===== src/rtl/draw_arb_pkg.sv =====
// Shared types and constants for the framebuffer draw arbiter: FSM states,
// screen limits, palette and the widths of the packed per-engine fields.
package draw_arb_pkg;

    typedef enum logic [1:0] {
        ST_IDLE    = 2'd0,
        ST_SETUP   = 2'd1,
        ST_DRAW    = 2'd2,
        ST_RELEASE = 2'd3
    } state_t;

    localparam int SCREEN_X_MAX = 319;
    localparam int SCREEN_Y_MAX = 239;

    localparam int X_W     = 9;
    localparam int Y_W     = 9;
    localparam int COL_W   = 3;
    localparam int VGA_Y_W = 8;
    localparam int WDOG_W  = 13;

    localparam logic [COL_W-1:0] WHITE = 3'b111;
    localparam logic [COL_W-1:0] GREEN = 3'b010;
    localparam logic [COL_W-1:0] RED   = 3'b100;

endpackage


===== src/rtl/draw_arbiter_rr_picker.sv =====
// Round-robin picker: first asserted request at or after ptr, wrapping.
module rr_picker #(
    parameter int  NUM_REQ = 4,
    localparam int ID_W    = $clog2(NUM_REQ)
) (
    input  logic [NUM_REQ-1:0] req,
    input  logic [ID_W-1:0]    ptr,
    output logic [ID_W-1:0]    winner,
    output logic               valid
);

    logic [ID_W-1:0] w_idx;

    // NOTE: every output of a combinational block gets a default before any
    // branch, otherwise a path that skips the assignment infers a latch.
    always_comb begin
        winner = '0;
        valid  = 1'b0;
        w_idx  = '0;
        for (int k = 0; k < NUM_REQ; k++) begin
            w_idx = ID_W'((int'(ptr) + k) % NUM_REQ);
            if (!valid && req[w_idx]) begin
                valid  = 1'b1;
                winner = w_idx;
            end
        end
    end

endmodule


===== src/rtl/draw_arbiter.sv =====
// Shares the single VGA write port among NUM_REQ drawing engines: round-robin
// grant, enable sequencing, registered pixel mux with clipping, and a watchdog.
module draw_arbiter
    import draw_arb_pkg::*;
#(
    parameter int  NUM_REQ        = 4,
    parameter int  TIMEOUT_CYCLES = 4096,
    parameter int  X_MAX          = SCREEN_X_MAX,
    parameter int  Y_MAX          = SCREEN_Y_MAX,
    localparam int ID_W           = $clog2(NUM_REQ)
) (
    input  logic                     clk,
    input  logic                     resetn,
    input  logic [NUM_REQ-1:0]       req,
    input  logic [NUM_REQ-1:0]       done_in,
    input  logic [X_W*NUM_REQ-1:0]   x_in,
    input  logic [Y_W*NUM_REQ-1:0]   y_in,
    input  logic [COL_W*NUM_REQ-1:0] colour_in,
    output logic [NUM_REQ-1:0]       enable,
    output logic [X_W-1:0]           vga_x,
    output logic [VGA_Y_W-1:0]       vga_y,
    output logic [COL_W-1:0]         vga_colour,
    output logic                     vga_plot,
    output logic                     busy,
    output logic [ID_W-1:0]          active_id,
    output logic                     timeout_err
);

    state_t               r_state;
    state_t               w_next_state;
    logic [NUM_REQ-1:0]   r_enable;
    logic [NUM_REQ-1:0]   w_grant_onehot;
    logic [ID_W-1:0]      r_active_id;
    logic [ID_W-1:0]      r_ptr;
    logic [ID_W-1:0]      w_winner;
    logic                 w_valid;
    logic [WDOG_W-1:0]    r_wdog;
    logic [X_W-1:0]       r_vga_x;
    logic [VGA_Y_W-1:0]   r_vga_y;
    logic [COL_W-1:0]     r_vga_colour;
    logic                 r_vga_plot;
    logic                 r_timeout_err;
    logic [X_W-1:0]       w_sel_x;
    logic [Y_W-1:0]       w_sel_y;
    logic [COL_W-1:0]     w_sel_colour;
    logic                 w_sel_done;
    logic                 w_timeout;
    logic                 w_pixel_ok;

    rr_picker #(.NUM_REQ(NUM_REQ)) u_rr_picker (
        .req    (req),
        .ptr    (r_ptr),
        .winner (w_winner),
        .valid  (w_valid)
    );

    always_comb begin
        w_grant_onehot           = '0;
        w_grant_onehot[w_winner] = 1'b1;
    end

    // Mux the granted engine's packed fields; decoded rather than indexed so
    // the select stays width-exact for any NUM_REQ.
    always_comb begin
        w_sel_x      = '0;
        w_sel_y      = '0;
        w_sel_colour = '0;
        w_sel_done   = 1'b0;
        for (int i = 0; i < NUM_REQ; i++) begin
            if (r_active_id == ID_W'(i)) begin
                w_sel_x      = x_in[i*X_W +: X_W];
                w_sel_y      = y_in[i*Y_W +: Y_W];
                w_sel_colour = colour_in[i*COL_W +: COL_W];
                w_sel_done   = done_in[i];
            end
        end
    end

    // Full 9-bit y is compared so rows past the screen clip instead of wrapping.
    assign w_pixel_ok = (w_sel_x <= X_W'(X_MAX)) && (w_sel_y <= Y_W'(Y_MAX));

    always_comb begin
        w_next_state = r_state;
        w_timeout    = 1'b0;
        case (r_state)
            ST_IDLE:    if (w_valid) w_next_state = ST_SETUP;
            ST_SETUP:   w_next_state = ST_DRAW;
            ST_DRAW: begin
                if (w_sel_done) begin
                    w_next_state = ST_RELEASE;
                end else if (r_wdog == WDOG_W'(TIMEOUT_CYCLES - 1)) begin
                    w_timeout    = 1'b1;
                    w_next_state = ST_RELEASE;
                end
            end
            ST_RELEASE: w_next_state = ST_IDLE;
            default:    w_next_state = ST_IDLE;
        endcase
    end

    // NOTE: state registers use non-blocking assignments so every flop samples
    // the pre-edge values regardless of statement order.
    always_ff @(posedge clk) begin
        if (!resetn) r_state <= ST_IDLE;
        else         r_state <= w_next_state;
    end

    // NOTE: reset is synchronous, so it lives inside the clocked branch and
    // the sensitivity list carries only the clock edge.
    always_ff @(posedge clk) begin
        if (!resetn) begin
            r_enable      <= '0;
            r_active_id   <= '0;
            r_ptr         <= '0;
            r_wdog        <= '0;
            r_vga_x       <= '0;
            r_vga_y       <= '0;
            r_vga_colour  <= '0;
            r_vga_plot    <= 1'b0;
            r_timeout_err <= 1'b0;
        end else begin
            r_vga_plot <= 1'b0;
            case (r_state)
                ST_IDLE: begin
                    if (w_valid) begin
                        r_active_id <= w_winner;
                        r_enable    <= w_grant_onehot;
                        r_wdog      <= '0;
                    end
                end
                ST_DRAW: begin
                    r_vga_x      <= w_sel_x;
                    r_vga_y      <= w_sel_y[VGA_Y_W-1:0];
                    r_vga_colour <= w_sel_colour;
                    // The pixel that arrives alongside done (or on the revoke
                    // cycle) is dropped so RELEASE never shows a plot.
                    r_vga_plot   <= !w_sel_done && !w_timeout && w_pixel_ok;
                    r_wdog       <= r_wdog + 1'b1;
                    if (w_next_state == ST_RELEASE) r_enable <= '0;
                    if (w_timeout) r_timeout_err <= 1'b1;
                end
                ST_RELEASE: begin
                    r_ptr <= (r_active_id == ID_W'(NUM_REQ - 1)) ? '0 : r_active_id + 1'b1;
                end
                default: ;
            endcase
        end
    end

    assign enable      = r_enable;
    assign vga_x       = r_vga_x;
    assign vga_y       = r_vga_y;
    assign vga_colour  = r_vga_colour;
    assign vga_plot    = r_vga_plot;
    assign busy        = (r_state != ST_IDLE);
    assign active_id   = r_active_id;
    assign timeout_err = r_timeout_err;

endmodule


===== config.mk =====
export PLATFORM = sky130hd
export DESIGN_NAME = draw_arbiter
export DESIGN_NICKNAME = d
export VERILOG_FILES = /design/src/rtl/draw_arb_pkg.sv /design/src/rtl/draw_arbiter_rr_picker.sv /design/src/rtl/draw_arbiter.sv
export SDC_FILE = /design/constraint.sdc
export NUM_CORES = 1
export LEC_CHECK = 0
export ABC_AREA = 0
export CAP_MARGIN = 20
export CORE_MARGIN = 1
export CORE_UTILIZATION = 35
export CTS_CLUSTER_DIAMETER = 150
export DETAILED_ROUTE_END_ITERATION = 6
export GPL_TIMING_DRIVEN = 1
export PLACE_DENSITY = 0.79
export SLEW_MARGIN = 40
export SYNTH_ARGS = -nofsm -noshare
export SYNTH_HDL_FRONTEND = slang
export SYNTH_HIERARCHICAL = 1
export SYNTH_SLANG_ARGS = --single-unit

===== constraint.sdc =====
create_clock -name clk -period 2.06 [get_ports clk]
set_input_delay 0.206 -clock clk [delete_from_list [all_inputs] [get_ports clk]]
set_output_delay 0.206 -clock clk [all_outputs]
set_load 0.01 [all_outputs]

==> run summary <==
======================================================================================
Final ANT Viol Nets .....................................................            0
Non-filler cells, final .................................................          531
Total length of routed wires ............................................      7378 um
Post-layout total power .................................................     3.580 mW
Buffers inserted by post-CTS timing repair ..............................            0
Final Setup Violations ..................................................            0
Post-route setup TNS ....................................................         0 ns
Cells traversed along the worst timing path ............................. inv_1 > ha_1 > buf_4 > inv_1 > clkdlybuf4s50_1
Pre-antenna DRT Iters ...................................................            4
Routed wire length per instance .........................................     13.89 um
Min setup slack post-route ..............................................    0.1540 ns
Tot GR Track Use ........................................................       0.2017
DR top layer ............................................................         met4
Width of the die ........................................................     86.73 um
Minimum clock period ....................................................     1.906 ns
CTS sink cnt ............................................................           45
Slowest library cell on the worst path .................................. sky130_fd_sc_hd__clkdlybuf4s50_1
Period Utilization, post-route ..........................................       0.9253
Worst hold path class ...................................................   reg -> reg
WL met1 .................................................................      3045 um
Amount of wire on met3 after detailed routing ...........................       501 um
Least-Margin Pin Slew ...................................................    0.4484 ns
Placed wire-length estimate .............................................      5681 um
Post-Syn Area per Cell ..................................................    8.027 um2
Maximum count of clock buffers along a single path ......................            2
Std-Cell Rows ...........................................................           30
Most common cell after layout, fill and taps aside ...................... sky130_fd_sc_hd__clkdlybuf4s50_1
Commonest cells after routing, fill and taps aside ...................... sky130_fd_sc_hd__clkdlybuf4s50_1 (122), sky130_fd_sc_hd__dfxtp_1 (45), sky130_fd_sc_hd__a21oi_1 (41)
Distinct cell type count after synthesis ................................           44
Type of the setup path with the least slack .............................   reg -> out
Number of buffers created by CTS ........................................            5
Global-route wire length before repair ..................................     12040 um
H-tree depth ............................................................            2
Area growth, synth to finish ............................................       57.57%
Post-place setup slack ..................................................   0.03401 ns
Top cell type's share of synthesized area ...............................       0.3586
Maximum number of pins on one net before global-route repair ............           41
Fin Clk Skew ............................................................  0.008764 ns
Worst hold slack after final layout .....................................    0.4629 ns
Layout cell share with drive strength beyond 1 ..........................      0.05977
Number of nets in the finished design ...................................          536
Combined buffer and inverter count along the critical path ..............            4
Status .................................................................. finished, final reports clean
Max-slew violation count ................................................            0
Routed vias/inst ........................................................        5.136
Power per unit of standard cell area .................................... 904.4 nW/um2
Largest cells by area after synthesis ................................... sky130_fd_sc_hd__dfxtp_1 (36%), sky130_fd_sc_hd__a21oi_1 (8.4%), sky130_fd_sc_hd__nor2b_1 (6.0%)
Initial antenna violation count .........................................            0
Area leader, netlist .................................................... sky130_fd_sc_hd__dfxtp_1
VDD IR max ..............................................................     732.9 uV
MaxCap Viol Count .......................................................            0
Drc violations ..........................................................            0
Initial core utilization ................................................       0.3658
Core Footprint ..........................................................     6869 um2
Cell count after synthesis ..............................................          313
Vias in the first global route ..........................................         2774
GRT overflow ............................................................            0
Diodes inserted .........................................................            0
Largest fanout on the critical path .....................................            7
Library cell used as clock root buffer .................................. sky130_fd_sc_hd__clkbuf_8
Buffers on Ports ........................................................          122
Clock latency reported for the late side of the worst-skew pair .........      0.29 ns
Setup repair after global routing missed its margin .....................        false
Static Leak .............................................................     1.472 nW
Cell mode on critical path .............................................. sky130_fd_sc_hd__inv_1
Number of vias after detailed routing ...................................         2727
Number of ports placed on the die boundary ..............................          123
Clock transition at the registers of the reported paths .................      0.08 ns
Nature of the critical path startpoint ..................................         flop
Metal2 WL ...............................................................      3667 um
Area enclosed by the die boundary .......................................     7521 um2
Number of nets in the synthesized netlist ...............................          415
TritonCTS clock tree ....................................................         done
Capturing element type of the critical path .............................   output pin
Synth Cell Area .........................................................     2512 um2
Flop and latch count out of synthesis ...................................           45
Arr. time, crit path ....................................................      1.70 ns
Req. time, crit path ....................................................      1.85 ns
Slew margin rel. ........................................................       0.7011
Yosys warning count .....................................................            6
Timing-limited maximum frequency ........................................    524.7 MHz
Placed Instances ........................................................          523
Sequential fraction of the synthesis area ...............................       0.3586
Weighted congestion reported at the end of routability-driven placement .       0.7618
Initial drt markers .....................................................          110
Largest delay share family, worst path .................................. buffers and inverters
Number of endpoints with negative hold slack in the final report ........            0
Die Ht ..................................................................     86.73 um
Crit-path max cell delay ................................................      0.52 ns
======================================================================================
==> Yosys cell counts (all sizes together) <==
master,number
inv,14
mux2i,8
a21o,2
and2,1
o21a,2
a21oi,42
a211o,1
a211oi,2
a22oi,7
ha,8
clkinv,1
and3,1
o211a,3
nand3,8
nand2b,3
a21boi,4
xor2,4
a221oi,13
nor2,15
a22o,1
clkbuf,18
or3,4
nand4,5
buf,2
xnor2,3
and4,1
mux2,1
nor3,16
dfxtp,45
nor3b,1
o22ai,6
o21ai,25
nor2b,24
o221ai,1
nand2,13
or3b,1
a31oi,2
nand3b,2
or4,1
a221o,2
==> sequential cells by signal, summed over array words and instances, names as in the netlist <==
name and flops:
vga_colour 3, vga_x 9, timeout_err 1, r_state 2, active_id 2, vga_y 8, enable 4, vga_plot 1
r_wdog 13, r_ptr 2
==> cells by family (layout without fill, tap and decap cells) <==
logic type | count (synthesis) | after routing | synth area share
AO/OA/AOI/OAI | 113 | 113 | 0.2799
AND/OR/NAND/NOR | 96 | 96 | 0.2082
flip-flops | 45 | 45 | 0.3586
buffers and inverters | 35 | 157 | 0.05278
multiplexers | 9 | 9 | 0.03636
adder cells (fa/ha/maj) | 8 | 8 | 0.03984
XOR/XNOR | 7 | 7 | 0.02440
==> worst reg2reg max path, stage by stage, from the launching register on <==
cell,delay (ns)
sky130_fd_sc_hd__dfxtp_1,0.39
sky130_fd_sc_hd__inv_1,0.08
sky130_fd_sc_hd__ha_1,0.21
sky130_fd_sc_hd__mux2_2,0.25
sky130_fd_sc_hd__nand4_1,0.25
sky130_fd_sc_hd__or3_2,0.49
sky130_fd_sc_hd__a21oi_1,0.15
==> power breakdown <==
| group | internal, mW | leakage, nW | switching (mW) |
|---|---|---|---|
| Sequential | 1.06 | 0.366 | 0.114 |
| Clock | 0.240 | 0.0385 | 0.281 |
| Combinational | 0.957 | 1.07 | 0.928 |
| Total | 2.26 | 1.47 | 1.32 |
==> through the flow <==
step             util  area, um2
2_1_floorplan       -       2512
3_3_place_gp   0.5630       3867
3_5_place_dp   0.5630       3867
4_1_cts        0.5752       3951
5_1_grt        0.5763       3959
6_report       0.5763       3959
==> path summary, 6_finish.rpt <==
check	startpoint	to	slack (ns)	cells after the start
max	r_state[0]	busy	0.15	5
max reg2reg	r_state[0]	r_wdog[7]	0.18	6
min reg2reg	enable[1]	enable[1]	0.46	1
min	enable[1]	enable[1]	0.46	1
==> routing by layer <==
metal,track usage,vias to the layer above
li1,-,1384
met3,0.05905,14
met2,0.3730,86
met1,0.2147,1243
met5,0,-
met4,0.07879,0
==> final cells by class <==
type | count | area [um2]
fillers | 640 | 2910
multi-input cells | 233 | 1483
repair buffers | 134 | 1315
flip-flops and latches | 45 | 900.9
well taps | 96 | 120.1
clock buffers | 7 | 76.32
inverters | 15 | 56.30
clock inverters | 1 | 7.507
==> repair_timing <==
action	CTS	global route
resized for setup	0	2
endpoints found under the setup margin	0	1
hold endpoints to repair	0	0
hold buffers	0	0
Note: power is estimated with default switching activity, not from simulation.
